===== config.mk =====
export PLATFORM = sky130hd
export DESIGN_NAME = fetch_pc_pipe
export DESIGN_NICKNAME = d
export VERILOG_FILES = /design/src/rtl/cpu_pkg.sv /design/src/rtl/sat_counter.sv /design/src/rtl/fetch_pc_pipe.sv
export SDC_FILE = /design/constraint.sdc
export NUM_CORES = 1
export LEC_CHECK = 0
export BUFFER_PORTS_ARGS = -buffer_cell sky130_fd_sc_hd__clkbuf_2
export CAP_MARGIN = 30
export CORE_MARGIN = 1
export CORE_UTILIZATION = 54
export CTS_CLUSTER_DIAMETER = 200
export CTS_CLUSTER_SIZE = 16
export DETAILED_ROUTE_END_ITERATION = 10
export GPL_TIMING_DRIVEN = 0
export PLACE_DENSITY = 0.8
export SETUP_SLACK_MARGIN = 0.4
export SLEW_MARGIN = 20
export SYNTH_ARGS = -nofsm -noshare
export SYNTH_HDL_FRONTEND = slang
export SYNTH_HIERARCHICAL = 1
export SYNTH_SLANG_ARGS = --single-unit

===== constraint.sdc =====
create_clock -name clk -period 2.4 [get_ports clk]
set_input_delay 0.72 -clock clk [delete_from_list [all_inputs] [get_ports clk]]
set_output_delay 0.72 -clock clk [all_outputs]
set_load 0.005 [all_outputs]

===== src/rtl/cpu_pkg.sv =====
// Shared front-end types: PC width, reset vector and the IF/ID and ID/EX
// pipeline register layouts reused by the decode/execute stages.
`default_nettype none

package cpu_pkg;

   localparam int PC_W = 32;
   localparam logic [PC_W-1:0] RESET_PC_DFLT = 32'h0000_0000;

   typedef struct packed {
      logic [PC_W-1:0] pc;
      logic            ptaken;
      logic            valid;
   } if_id_t;

   typedef struct packed {
      logic [PC_W-1:0] pc;
      logic            ptaken;
      logic            is_branch;
      logic            valid;
   } id_ex_t;

   // Instructions are word aligned; the BTB may hand back junk in bits [1:0].
   function automatic logic [PC_W-1:0] align_pc(input logic [PC_W-1:0] a);
      return {a[PC_W-1:2], 2'b00};
   endfunction

endpackage

`default_nettype wire


===== src/rtl/sat_counter.sv =====
// Saturating up-counter with a freeze input; sticks at all-ones instead of wrapping.
`default_nettype none

module sat_counter #(
   parameter int CNT_W = 32
) (
   input  logic             clk,
   input  logic             rst_n,
   input  logic             inc,
   input  logic             hold,
   output logic [CNT_W-1:0] count
);

   localparam logic [CNT_W-1:0] MAX_CNT = {CNT_W{1'b1}};
   localparam logic [CNT_W-1:0] ONE     = {{(CNT_W-1){1'b0}}, 1'b1};

   always_ff @(posedge clk) begin
      if (!rst_n) begin
         count <= '0;
      end else if (!hold && inc && (count != MAX_CNT)) begin
         count <= count + ONE;
      end
   end

endmodule

`default_nettype wire


===== src/rtl/fetch_pc_pipe.sv =====
// Fetch PC generator plus the IF/ID -> ID/EX prediction-tracking pipe that
// feeds the BTB lookup (stage 1) and update (stage 3) ports.
`default_nettype none

module fetch_pc_pipe
   import cpu_pkg::*;
#(
   parameter logic [31:0] RESET_PC = RESET_PC_DFLT,
   parameter int          CNT_W    = 32
) (
   input  logic             clk,
   input  logic             rst_n,
   input  logic             memory_stall,
   input  logic             hazard_stall,
   input  logic [31:0]      pred_pc,
   input  logic             pred_taken,
   input  logic             flush,
   input  logic             is_branch_id,
   output logic [31:0]      pc_if,
   output logic [31:0]      pc_ex,
   output logic             prev_taken_ex,
   output logic             is_branch_ex,
   output logic             valid_ex,
   output logic [CNT_W-1:0] branch_cnt,
   output logic [CNT_W-1:0] mispredict_cnt
);

   logic [PC_W-1:0] pc_r;
   if_id_t          if_id;
   id_ex_t          id_ex;

   always_ff @(posedge clk) begin
      if (!rst_n) begin
         pc_r  <= align_pc(RESET_PC);
         if_id <= '0;
         id_ex <= '0;
      end else if (memory_stall) begin
         // Full freeze; a pending flush stays asserted and is taken later.
         pc_r  <= pc_r;
         if_id <= if_id;
         id_ex <= id_ex;
      end else if (flush) begin
         pc_r        <= align_pc(pred_pc);
         if_id.valid <= 1'b0;
         id_ex.valid <= 1'b0;
      end else if (hazard_stall) begin
         id_ex.valid <= 1'b0;
      end else begin
         pc_r            <= align_pc(pred_pc);
         if_id.pc        <= pc_r;
         if_id.ptaken    <= pred_taken;
         if_id.valid     <= 1'b1;
         id_ex.pc        <= if_id.pc;
         id_ex.ptaken    <= if_id.ptaken;
         id_ex.is_branch <= is_branch_id;
         id_ex.valid     <= if_id.valid;
      end
   end

   assign pc_if         = pc_r;
   assign pc_ex         = id_ex.pc;
   assign prev_taken_ex = id_ex.ptaken & id_ex.valid;
   assign is_branch_ex  = id_ex.is_branch & id_ex.valid;
   assign valid_ex      = id_ex.valid;

   logic mispredict_inc;
   assign mispredict_inc = is_branch_ex & flush;

   sat_counter #(.CNT_W(CNT_W)) u_branch_cnt (
      .clk   (clk),
      .rst_n (rst_n),
      .inc   (is_branch_ex),
      .hold  (memory_stall),
      .count (branch_cnt)
   );

   sat_counter #(.CNT_W(CNT_W)) u_mispredict_cnt (
      .clk   (clk),
      .rst_n (rst_n),
      .inc   (mispredict_inc),
      .hold  (memory_stall),
      .count (mispredict_cnt)
   );

endmodule

`default_nettype wire

==> flow_summary_export.csv, run 1 <==
group,metric,value,unit
timing,fin_crit_sh,95.5,%
clocking,numCtsBuffers,17,
timing,worst_slew_pin_slew,765,ps
cells_and_area,n_fill_cell,896,
global_route,grt_pass1_vias,6670,
timing,slew_headroom,48.6,%
cells_and_area,syn2layout_area_growth,38.2,%
floorplanning,die_w,118,microns
place,numPortBuffers,163,
synth,synth_xor_area_share,1.20,%
detailed_routing,drt_wl_total,23500,microns
place,dpl.cell_count,1172,
synth,syn_inst,830,
worst_setup_path,cp-start-kind,"register",
pwr,p_leak,0.00413,uW
detailed_routing,drt_iter0_markers,761,
detailed_routing,post_drt_wl_per_cell,18.8,microns
place,place_hpwl,12900,microns
synth,synth-simple-area-share,26.7,%
synth,yosys_warnings,6,
place,globalplace.congestion,0.857,
synth,synthArstFlopShare,0,%
detailed_routing,first_pass_iters,6,
pwr,clkPwrFrac,46.4,%
synth,synth.largest_area_cell,"dfxtp_1",
worst_setup_path,crit_chain,"nand4_1 -> or4_1 -> o21ai_4 -> buf_6 -> buf_6 -> buf_6 -> or3_1 -> a21oi_1",
global_route,grt_pass1_wl,32800,microns
timing,tns,0,ps
worst_setup_path,worstSetupPathType,"reg -> reg",
synth,synth_area_leaders,"dfxtp_1 44%, nand2_1 6.7%, nand3_1 6.3%, mux2i_1 5.7%, buf_4 3.8%",
synth,synth_compound_area_share,13.2,%
floorplanning,fp.dieH,118,microns
worst_setup_path,worst-path-max-fanout,5,
cells_and_area,fin_cells,1253,
detailed_routing,ant_nets,0,
synth,synthMuxAreaShare,5.75,%
synth,synth_top_family_by_area,"simple AND/OR/NAND/NOR gates",
global_route,grt_use_total,29.3,%
cells_and_area,multi_input_area,0.00403,sq mm
timing,finalClockSkew,8.85,ps
pwr,p_sw,1390,uW
pwr,comb_power_share,5.5,%
synth,synthAdderAreaFrac,0.342,%
floorplanning,fp-row-count,42,
pwr,sequentialPowerShare,48.1,%
pwr,power_density,556,mW/mm^2
min_path,holdCritPathClass,"reg -> reg",
floorplanning,pin_count,170,
cells_and_area,seq_area,0.00327,sq mm
worst_setup_path,path_buf_inv,3,
clocking,h-tree-depth,4,
floorplanning,die_area,0.0140,sq mm
floorplanning,start_util,55.2,%
synth,syn_avg_cell_area,8.81,sq um
clocking,clkTransAtPathRegs,70,ps
timing,setup_viol,0,
timing,max_freq,436,MHz
timing,hold_viol_final,0,
synth,synth_area,0.00731,sq mm
synth,netlist.area_leader.share,43.5,%
cells_and_area,final_nets,1105,
worst_setup_path,crit_family,"simple AND/OR/NAND/NOR gates",
worst_setup_path,cp-end-kind,"register",
timing,maxSlewViolCount,0,
clocking,root_buffer,"clkbuf_16",
global_route,grt_max_degree,17,
clocking,cts_tree,"built",
run_status,status,"finished, final reports clean",
global_route,grt_overflow_total,0,
synth,ys_seq_elements,159,
timing,fin_crit,2290,ps
global_route,grt_antenna_before_repair,0,
worst_setup_path,arrival,2580,ps
worst_setup_path,r2r_slack,110,ps
worst_setup_path,cp_slowest_cell,"or4_1",
worst_setup_path,crit_top_cell,"buf_6",
synth,synth.distinct_cells,49,
timing,grt_setup_unrepaired,"true",
synth,synth_edf_count,0,
cells_and_area,final_common_cell,"clkbuf_2",
clocking,clk_path_buf_depth,2,
pwr,vdd_ir_drop_max,0.471,mV
floorplanning,coreArea,0.0132,sq mm
cells_and_area,num_antenna_cells,0,
cells_and_area,drive_above_1_share,43.7,%
clocking,cts_sinks,159,
detailed_routing,route.detailed.drc,0,
synth,ys_seq_area_share,43.5,%
clocking,clock_latency,430,ps
detailed_routing,vias,7621,
worst_setup_path,critPathMaxStageDelay,630,ps
clocking,cts_hold_buffers,0,
cells_and_area,final_cell_mix,"164 x clkbuf_2, 130 x nand2_1, 116 x dfxtp_1",
detailed_routing,via_per_inst,6.08,
pwr,p_sw_share,24.8,%
synth,ys.flop_type,"dfxtp_1",
worst_setup_path,crit_required,2690,ps
job,maxCapViolCount,0,
pwr,p_int,4230,uW
worst paths after layout:
| path | startpoint | cells after the start | end |
|---|---|---|---|
| worst max-delay path | u_mispredict_cnt/count[28] | 8 | u_mispredict_cnt/count[21] |
| worst min-delay path | if_id[22] | 2 | pc_ex[20] |
| worst max register to register | u_mispredict_cnt/count[28] | 8 | u_mispredict_cnt/count[21] |
| worst min register to register | if_id[22] | 2 | pc_ex[20] |
kinds of logic (layout without fill, tap and decap cells):
group | Yosys count | in the layout
buffers and inverters | 95 | 339
DFF | 159 | 159
xor gates and xnor gates | 10 | 10
AOI/OAI and AO/OA | 149 | 149
adders and majority gates | 2 | 2
and+or+nand+nor | 372 | 372
muxes | 42 | 42
other | 1 | 4
per-layer routing:
metal	up-vias	track usage, %	share of wire [%]
met2	520	48.5	48
met4	0	12.2	4.6
met1	3542	36.2	39
met5	-	0	0
met3	119	7.43	8.5
li1	3440	-	-
synthesized netlist by cell type (8+ instances only):
master,instances
dfxtp_1,159
nand2_1,130
nand3_1,92
o21ai_0,44
mux2i_1,42
buf_4,37
a21oi_1,32
o21ai_2,31
nand4_1,24
buf_6,18
clkbuf_1,18
or3_1,17
nand2b_1,16
nor4_1,16
nor2_1,15
or4_1,12
nor3_1,10
o31ai_1,10
o21ai_1,9
xnor2_1,8
state kept, by name (all words and copies together), names as in the netlist:
register,flops
pc_if,30
pc_ex,30
u_mispredict_cnt/count,32
if_id,32
id_ex,2
valid_ex,1
u_branch_cnt/count,32
through the flow:
step / worst slack (ps) / util [%] / hold WS, ps / total power (uW) / cell area [sq um]
2_1_floorplan: 403 / - / 431 / 2940 / 7380
3_3_place_gp: 109 / 63.6 / 446 / 3060 / 8420
3_5_place_dp: 96.8 / 63.6 / 453 / 3070 / 8420
4_1_cts: 336 / 71.4 / 463 / 5610 / 9460
5_1_grt: 107 / 76.3 / 484 / 5780 / 10100
6_report: 108 / 76.3 / 459 / 5620 / 10100
power groups by stage:
stage	clock network, uW	logic, uW	registers (uW)
final	2610	311	2700
after global routing	2740	341	2700
after CTS	2600	303	2710
after detailed placement	0	299	2770
after global placement	0	294	2770
after floorplan	0	176	2760
repair_timing:
item / CTS / global route
pin swaps: 32 / 61
setup buffers: 26 / 18
gates cloned: 3 / 2
resized for setup: 67 / 111
setup endpoints to repair: 55 / 61
worst min-delay path, delay by kind of cell (launching register included):
kind / cells / cell delay [ps]
flip-flops: 1 / 300
AO/OA/AOI/OAI: 1 / 50
AND/OR/NAND/NOR: 1 / 80
cell type report:
type                            instances  share of cell area (%)
Buffer                                 88                    6.61
Tap cell                              176                    2.18
Clock inverter                         14                    1.32
Clock buffer                           18                    4.25
Multi-Input combinational cell        579                    39.9
Timing Repair Buffer                  212                    13.1
Inverter                                7                   0.260
Sequential cell                       159                    32.3
Note: power is estimated with default switching activity, not from simulation.
==> inputs of run 2 (changes only) <==
--- a/config.mk
+++ b/config.mk
@@ -13,4 +13,5 @@
 export CTS_CLUSTER_SIZE = 16
 export DETAILED_ROUTE_END_ITERATION = 10
+export GPL_ROUTABILITY_DRIVEN = 0
 export GPL_TIMING_DRIVEN = 0
 export PLACE_DENSITY = 0.8
==> constraint.sdc (replaced) <==
create_clock -name clk -period 2.4 [get_ports clk]
set_input_delay 0.12 -clock clk [delete_from_list [all_inputs] [get_ports clk]]
set_output_delay 0.12 -clock clk [all_outputs]
set_load 0.005 [all_outputs]
==> run 2 against run 1 <==
Effect of this change: routed wire length rose by 3.3%; non-clock buffer count rose by 47; sequential power about the same; global-route usage is 2.1 points higher; final cell count grew 3.8%; maximum frequency is 2.4% higher; sequential share of layout area down 1.4 points; utilization is 3.1 points higher; clock power up 14%; critical path depth down 1; clock skew grew 3.6 ps; flip-flop and latch count stayed put; largest power group is now clock.
==> flow_summary_export.csv, run 2 (same netlist as run 1, synthesis figures left out) <==
group,metric,value,unit
run_status,status,"finished, final reports clean",
pwr,power_density,574,mW/mm^2
worst_setup_path,cp-start-kind,"register",
timing,fin_crit_sh,93.3,%
timing,fin_crit,2240,ps
detailed_routing,drt_wl_total,24300,microns
timing,tns,0,ps
detailed_routing,route.detailed.drc,0,
cells_and_area,syn2layout_area_growth,43.9,%
clocking,clk_path_buf_depth,2,
detailed_routing,post_drt_wl_per_cell,18.7,microns
cells_and_area,utilization,79.5,%
global_route,grt_antenna_before_repair,0,
timing,grt_setup_unrepaired,"true",
clocking,cts_tree,"built",
timing,hold_viol_final,0,
detailed_routing,ant_nets,0,
cells_and_area,final_nets,1152,
timing,setup_viol,0,
clocking,cts_sinks,159,
timing,slew_headroom,50.9,%
worst_setup_path,cp-end-kind,"register",
clocking,numCtsBuffers,17,
pwr,p_leak,0.00428,uW
global_route,grt_use_total,31.3,%
clocking,clkTransAtPathRegs,70,ps
timing,worst_slew_pin_slew,736,ps
job,maxCapViolCount,0,
cells_and_area,top_regs,"if_id (32), u_branch_cnt/count (32), u_mispredict_cnt/count (32)",
floorplanning,start_util,55.2,%
cells_and_area,final_cell_area,0.0105,sq mm
cells_and_area,final_cell_mix,"163 x clkbuf_2, 130 x nand2_1, 124 x dfxtp_1",
floorplanning,die_w,118,microns
cells_and_area,drive_above_1_share,42.2,%
min_path,holdCritPathClass,"in -> reg",
worst_setup_path,worstSetupPathType,"reg -> reg",
place,place_hpwl,13200,microns
floorplanning,fp.dieH,118,microns
clocking,clock_latency,430,ps
timing,maxSlewViolCount,0,
cells_and_area,final_common_cell,"clkbuf_2",
floorplanning,coreArea,0.0132,sq mm
detailed_routing,vias,7836,
global_route,grt_pass1_vias,7073,
place,placed_area,0.00842,sq mm
floorplanning,die_area,0.0140,sq mm
worst_setup_path,arrival,2530,ps
floorplanning,pin_count,170,
detailed_routing,via_per_inst,6.03,
cells_and_area,num_antenna_cells,0,
timing,max_freq,447,MHz
pwr,vdd_ir_drop_max,0.480,mV
clocking,root_buffer,"clkbuf_16",
global_route,grt_max_degree,17,
floorplanning,fp-row-count,42,
global_route,grt_overflow_total,0,
place,numPortBuffers,163,
worst_setup_path,worst-path-max-fanout,6,
clocking,h-tree-depth,4,
timing,finalClockSkew,12.4,ps
worst_setup_path,crit_required,2690,ps
detailed_routing,drt_iter0_markers,681,
global_route,grt_pass1_wl,35100,microns
cells_and_area,n_fill_cell,824,
detailed_routing,first_pass_iters,5,
pwr,finalPower,6040,uW
[run 2: cell types whose count changed in the layout (fill, tap and decap cells not counted), sizes merged, moves of 3 or more]
| cell | previous run | this run |
|---|---|---|
| clkinvlp | 4 | 1 |
| bufinv | 1 | 4 |
| dlygate4sd3 | 2 | 34 |
| buf | 113 | 129 |
[run 2: final timing paths]
kind / endpoint / start / cells past startpoint / slack, ps
min reg2reg: pc_ex[28] / if_id[30] / 2 / 460
max reg2reg: u_branch_cnt/count[0] / u_branch_cnt/count[29] / 7 / 160
max: u_branch_cnt/count[0] / u_branch_cnt/count[29] / 7 / 160
min: valid_ex / hazard_stall / 4 / 100
[run 2: through the flow]
| stage | hold slack, ps | instances | setup WS (ps) |
|---|---|---|---|
| 3_5_place_dp | 350 | 1172 | 109 |
| 4_1_cts | 103 | 1289 | 351 |
| 5_1_grt | 125 | 1300 | 99.6 |
| 6_report | 102 | 1300 | 162 |
| 2_1_floorplan | 250 | 833 | 403 |
| 3_3_place_gp | 347 | 1172 | 210 |
[run 2: critical path: stages, from the launching register on]
cell	delay, ps
dfxtp_1	470
nand4_1	220
or4_1	610
o21ai_4	240
buf_6	180
buf_8	140
xor2_1	180
nor2_1	60
[run 2: timing repair]
item	in CTS	in global routing
hold endpoints to repair	32	0
gates resized for setup	74	89
hold buffers	32	0
endpoints found under the setup margin	51	60
gates cloned	4	1
setup buffers	49	10
pin swaps	30	58
[run 2: per-layer routing]
metal	vias to the layer above	global-route usage [%]	wire (microns)
li1	3522	-	-
met1	3698	37.8	9280
met2	505	54.2	12000
met3	111	5.50	2130
met4	0	14.6	943
met5	-	0	0
[run 2: final cells by class]
| type | count | area (sq um) | area share (%) |
|---|---|---|---|
| clock inverters | 14 | 203 | 1.93 |
| inverters | 7 | 26.3 | 0.250 |
| repair buffers | 259 | 1730 | 16.4 |
| flip-flops and latches | 159 | 3250 | 30.9 |
| multi-input cells | 579 | 3980 | 37.8 |
| well taps | 176 | 220 | 2.09 |
| clock buffers | 18 | 439 | 4.17 |
| plain buffers | 88 | 672 | 6.39 |
[run 2: power by group]
| group | total, uW | switching (uW) | leakage [uW] | internal [uW] |
|---|---|---|---|---|
| combinational | 360 | 210 | 0.00266 | 151 |
| clock | 2970 | 1180 | 0.000314 | 1790 |
| sequential | 2710 | 36.5 | 0.00131 | 2670 |
==> inputs of run 3 (changes only) <==
clock period = 2.3 ns   (was 2.4 ns; I/O delays follow)
==> run 3 against run 2 <==
Effect of this change: via count is 0.74% higher; utilization down 0.71 points; sequential power up 4%; maximum frequency decreased by 0.72%; first-iteration DRC count increased by 28%; critical endpoint is now u_branch_cnt/count[8]; critical path type unchanged; die area did not move.
==> flow_summary_export.csv, run 3 (same netlist as run 1, synthesis figures left out) <==
group,metric,value,unit
detailed_routing,ant_nets,0,
worst_setup_path,worstSetupPathType,"reg -> reg",
worst_setup_path,cp-end-kind,"register",
timing,maxSlewViolCount,0,
clocking,cts_tree,"built",
min_path,holdCritPathClass,"in -> reg",
clocking,clock_latency,440,ps
clocking,numCtsBuffers,17,
worst_setup_path,worst-path-max-fanout,7,
clocking,h-tree-depth,4,
cells_and_area,final_common_cell,"clkbuf_2",
global_route,met1_usage,37.7,%
clocking,clkTransAtPathRegs,70,ps
cells_and_area,seq_area,0.00326,sq mm
timing,hold_viol_final,0,
place,pre_cts_ws,33.0,ps
detailed_routing,vias,7894,
detailed_routing,post_drt_wl_per_cell,19.6,microns
timing,max_freq,444,MHz
clocking,clk_path_buf_depth,2,
floorplanning,fp-row-count,42,
timing,slew_headroom,50.5,%
worst_setup_path,cp.depth,7,
worst_setup_path,cp_slowest_cell,"or4_4",
pwr,clkPwrFrac,44.8,%
timing,worst_slew_pin_slew,742,ps
worst_setup_path,crit_required,2640,ps
global_route,grt_overflow_total,0,
floorplanning,coreArea,0.0132,sq mm
global_route,busiest_layer,"met2",
cells_and_area,top_regs,"if_id (32), u_branch_cnt/count (32), u_mispredict_cnt/count (32)",
floorplanning,pin_count,170,
worst_setup_path,path_buf_inv,2,
min_path,holdPathEnd,"if_id[4]",
worst_setup_path,cp-start-kind,"register",
floorplanning,die_w,118,microns
cells_and_area,utilization,78.8,%
place,place_hpwl,13400,microns
pwr,p_sw,1470,uW
place,numPortBuffers,163,
pwr,vdd_ir_drop_max,0.505,mV
min_path,hold_path_depth,4,
worst_setup_path,reg2reg_from,"u_branch_cnt/count[31]",
clocking,cts_sinks,159,
cells_and_area,fin_cells,1288,
worst_setup_path,crit-reg2reg-capture,"u_branch_cnt/count[8]",
worst_setup_path,arrival,2600,ps
min_path,min_from,"hazard_stall",
pwr,p_int,4330,uW
timing,setup_ws,45.5,ps
place,placed_area,0.00842,sq mm
timing,fin_crit,2250,ps
pwr,p_leak,0.00432,uW
pwr,sequentialPowerShare,48.7,%
global_route,grt_pass1_wl,34500,microns
worst_setup_path,rr_worst_depth,7,
floorplanning,fp.dieH,118,microns
global_route,grt_max_degree,17,
global_route,use_met3,5.79,%
cells_and_area,final_cell_area,0.0104,sq mm
worst_setup_path,crit_chain,"nand4_1 -> or4_4 -> o21ai_4 -> buf_6 -> clkbuf_16 -> o31ai_1 -> a21oi_1",
global_route,grt_pass1_vias,6911,
global_route,grt_use_met2,52.9,%
cells_and_area,final_cell_mix,"163 x clkbuf_2, 130 x nand2_1, 118 x dfxtp_1",
cells_and_area,syn2layout_area_growth,42.6,%
floorplanning,die_area,0.0140,sq mm
run_status,status,"finished, final reports clean",
timing,fin_crit_sh,98.0,%
place,dpl.cell_count,1172,
cells_and_area,num_antenna_cells,0,
cells_and_area,n_fill_cell,820,
detailed_routing,drt_iter0_markers,872,
pwr,comb_power_share,6.5,%
cells_and_area,final_nets,1140,
worst_setup_path,r2r_slack,50,ps
detailed_routing,route.detailed.drc,0,
cells_and_area,drive_above_1_share,42.4,%
global_route,grt_use_total,30.8,%
clocking,root_buffer,"clkbuf_16",
cells_and_area,multi_input_area,0.00407,sq mm
pwr,p_sw_share,25.4,%
worst_setup_path,critPathMaxStageDelay,620,ps
timing,finalClockSkew,14.3,ps
global_route,grt_antenna_before_repair,0,
timing,grt_setup_unrepaired,"true",
job,maxCapViolCount,0,
detailed_routing,drt_wl_total,25300,microns
pwr,power_density,556,mW/mm^2
worst_setup_path,crit_family,"simple AND/OR/NAND/NOR gates",
detailed_routing,via_per_inst,6.13,
timing,setup_viol,0,
floorplanning,start_util,55.2,%
detailed_routing,first_pass_iters,6,
-- run 3: power groups by stage --
| stage | combinational (uW) | clock (uW) | sequential [uW] |
|---|---|---|---|
| floorplan | 184 | 0 | 2880 |
| global placement | 307 | 0 | 2890 |
| detailed placement | 313 | 0 | 2890 |
| CTS | 359 | 2600 | 2830 |
| global route | 405 | 2740 | 2820 |
| finish | 376 | 2600 | 2820 |
-- run 3: layer usage --
| metal | share of wire (%) | wire [microns] |
|---|---|---|
| met5 | 0 | 0 |
| met4 | 4.3 | 1080 |
| met3 | 9.5 | 2390 |
| met2 | 49 | 12300 |
| met1 | 37 | 9440 |
-- run 3: metrics by stage --
stage | hold slack [ps] | setup TNS, ps | power (uW)
final | 98.5 | 0 | 5800
after global routing | 109 | -64.3 | 5970
after CTS | 93.7 | 0 | 5790
after detailed placement | 351 | 0 | 3200
after global placement | 345 | 0 | 3200
after floorplan | 245 | 0 | 3070
-- run 3: worst max path at each step --
stage	endpoint	start	slack [ps]
after floorplan	u_branch_cnt/count[0]	u_branch_cnt/count[2]	360
after global placement	u_mispredict_cnt/count[27]	u_mispredict_cnt/count[6]	110
after detailed placement	u_branch_cnt/count[27]	u_branch_cnt/count[4]	30
after CTS	u_mispredict_cnt/count[7]	u_mispredict_cnt/count[0]	250
after global routing	u_branch_cnt/count[8]	u_branch_cnt/count[31]	-60
final	u_branch_cnt/count[8]	u_branch_cnt/count[31]	50
-- run 3: cell type report --
type                    instances  area share, %
clock inverters                15           1.07
repair buffers                247           15.7
clock buffers                  17           4.08
inverters                       7          0.252
flip-flops and latches        159           31.3
multi-input cells             579           39.0
well taps                     176           2.11
plain buffers                  88           6.41
-- run 3: what timing repair did --
action                     4_1_cts  5_1_grt
hold endpoints to repair        32        0
resized for setup               64       98
hold buffers                    32        0
setup buffers                   28       20
gates cloned                     1        3
setup endpoints to repair       58       62
pin swaps                       30       60
-- run 3: worst reg2reg max path, cell delays in order, from the launching register on --
cell	delay, ps
dfxtp_1	440
nand4_1	280
or4_4	620
o21ai_4	210
buf_6	180
clkbuf_16	170
o31ai_1	90
a21oi_1	180
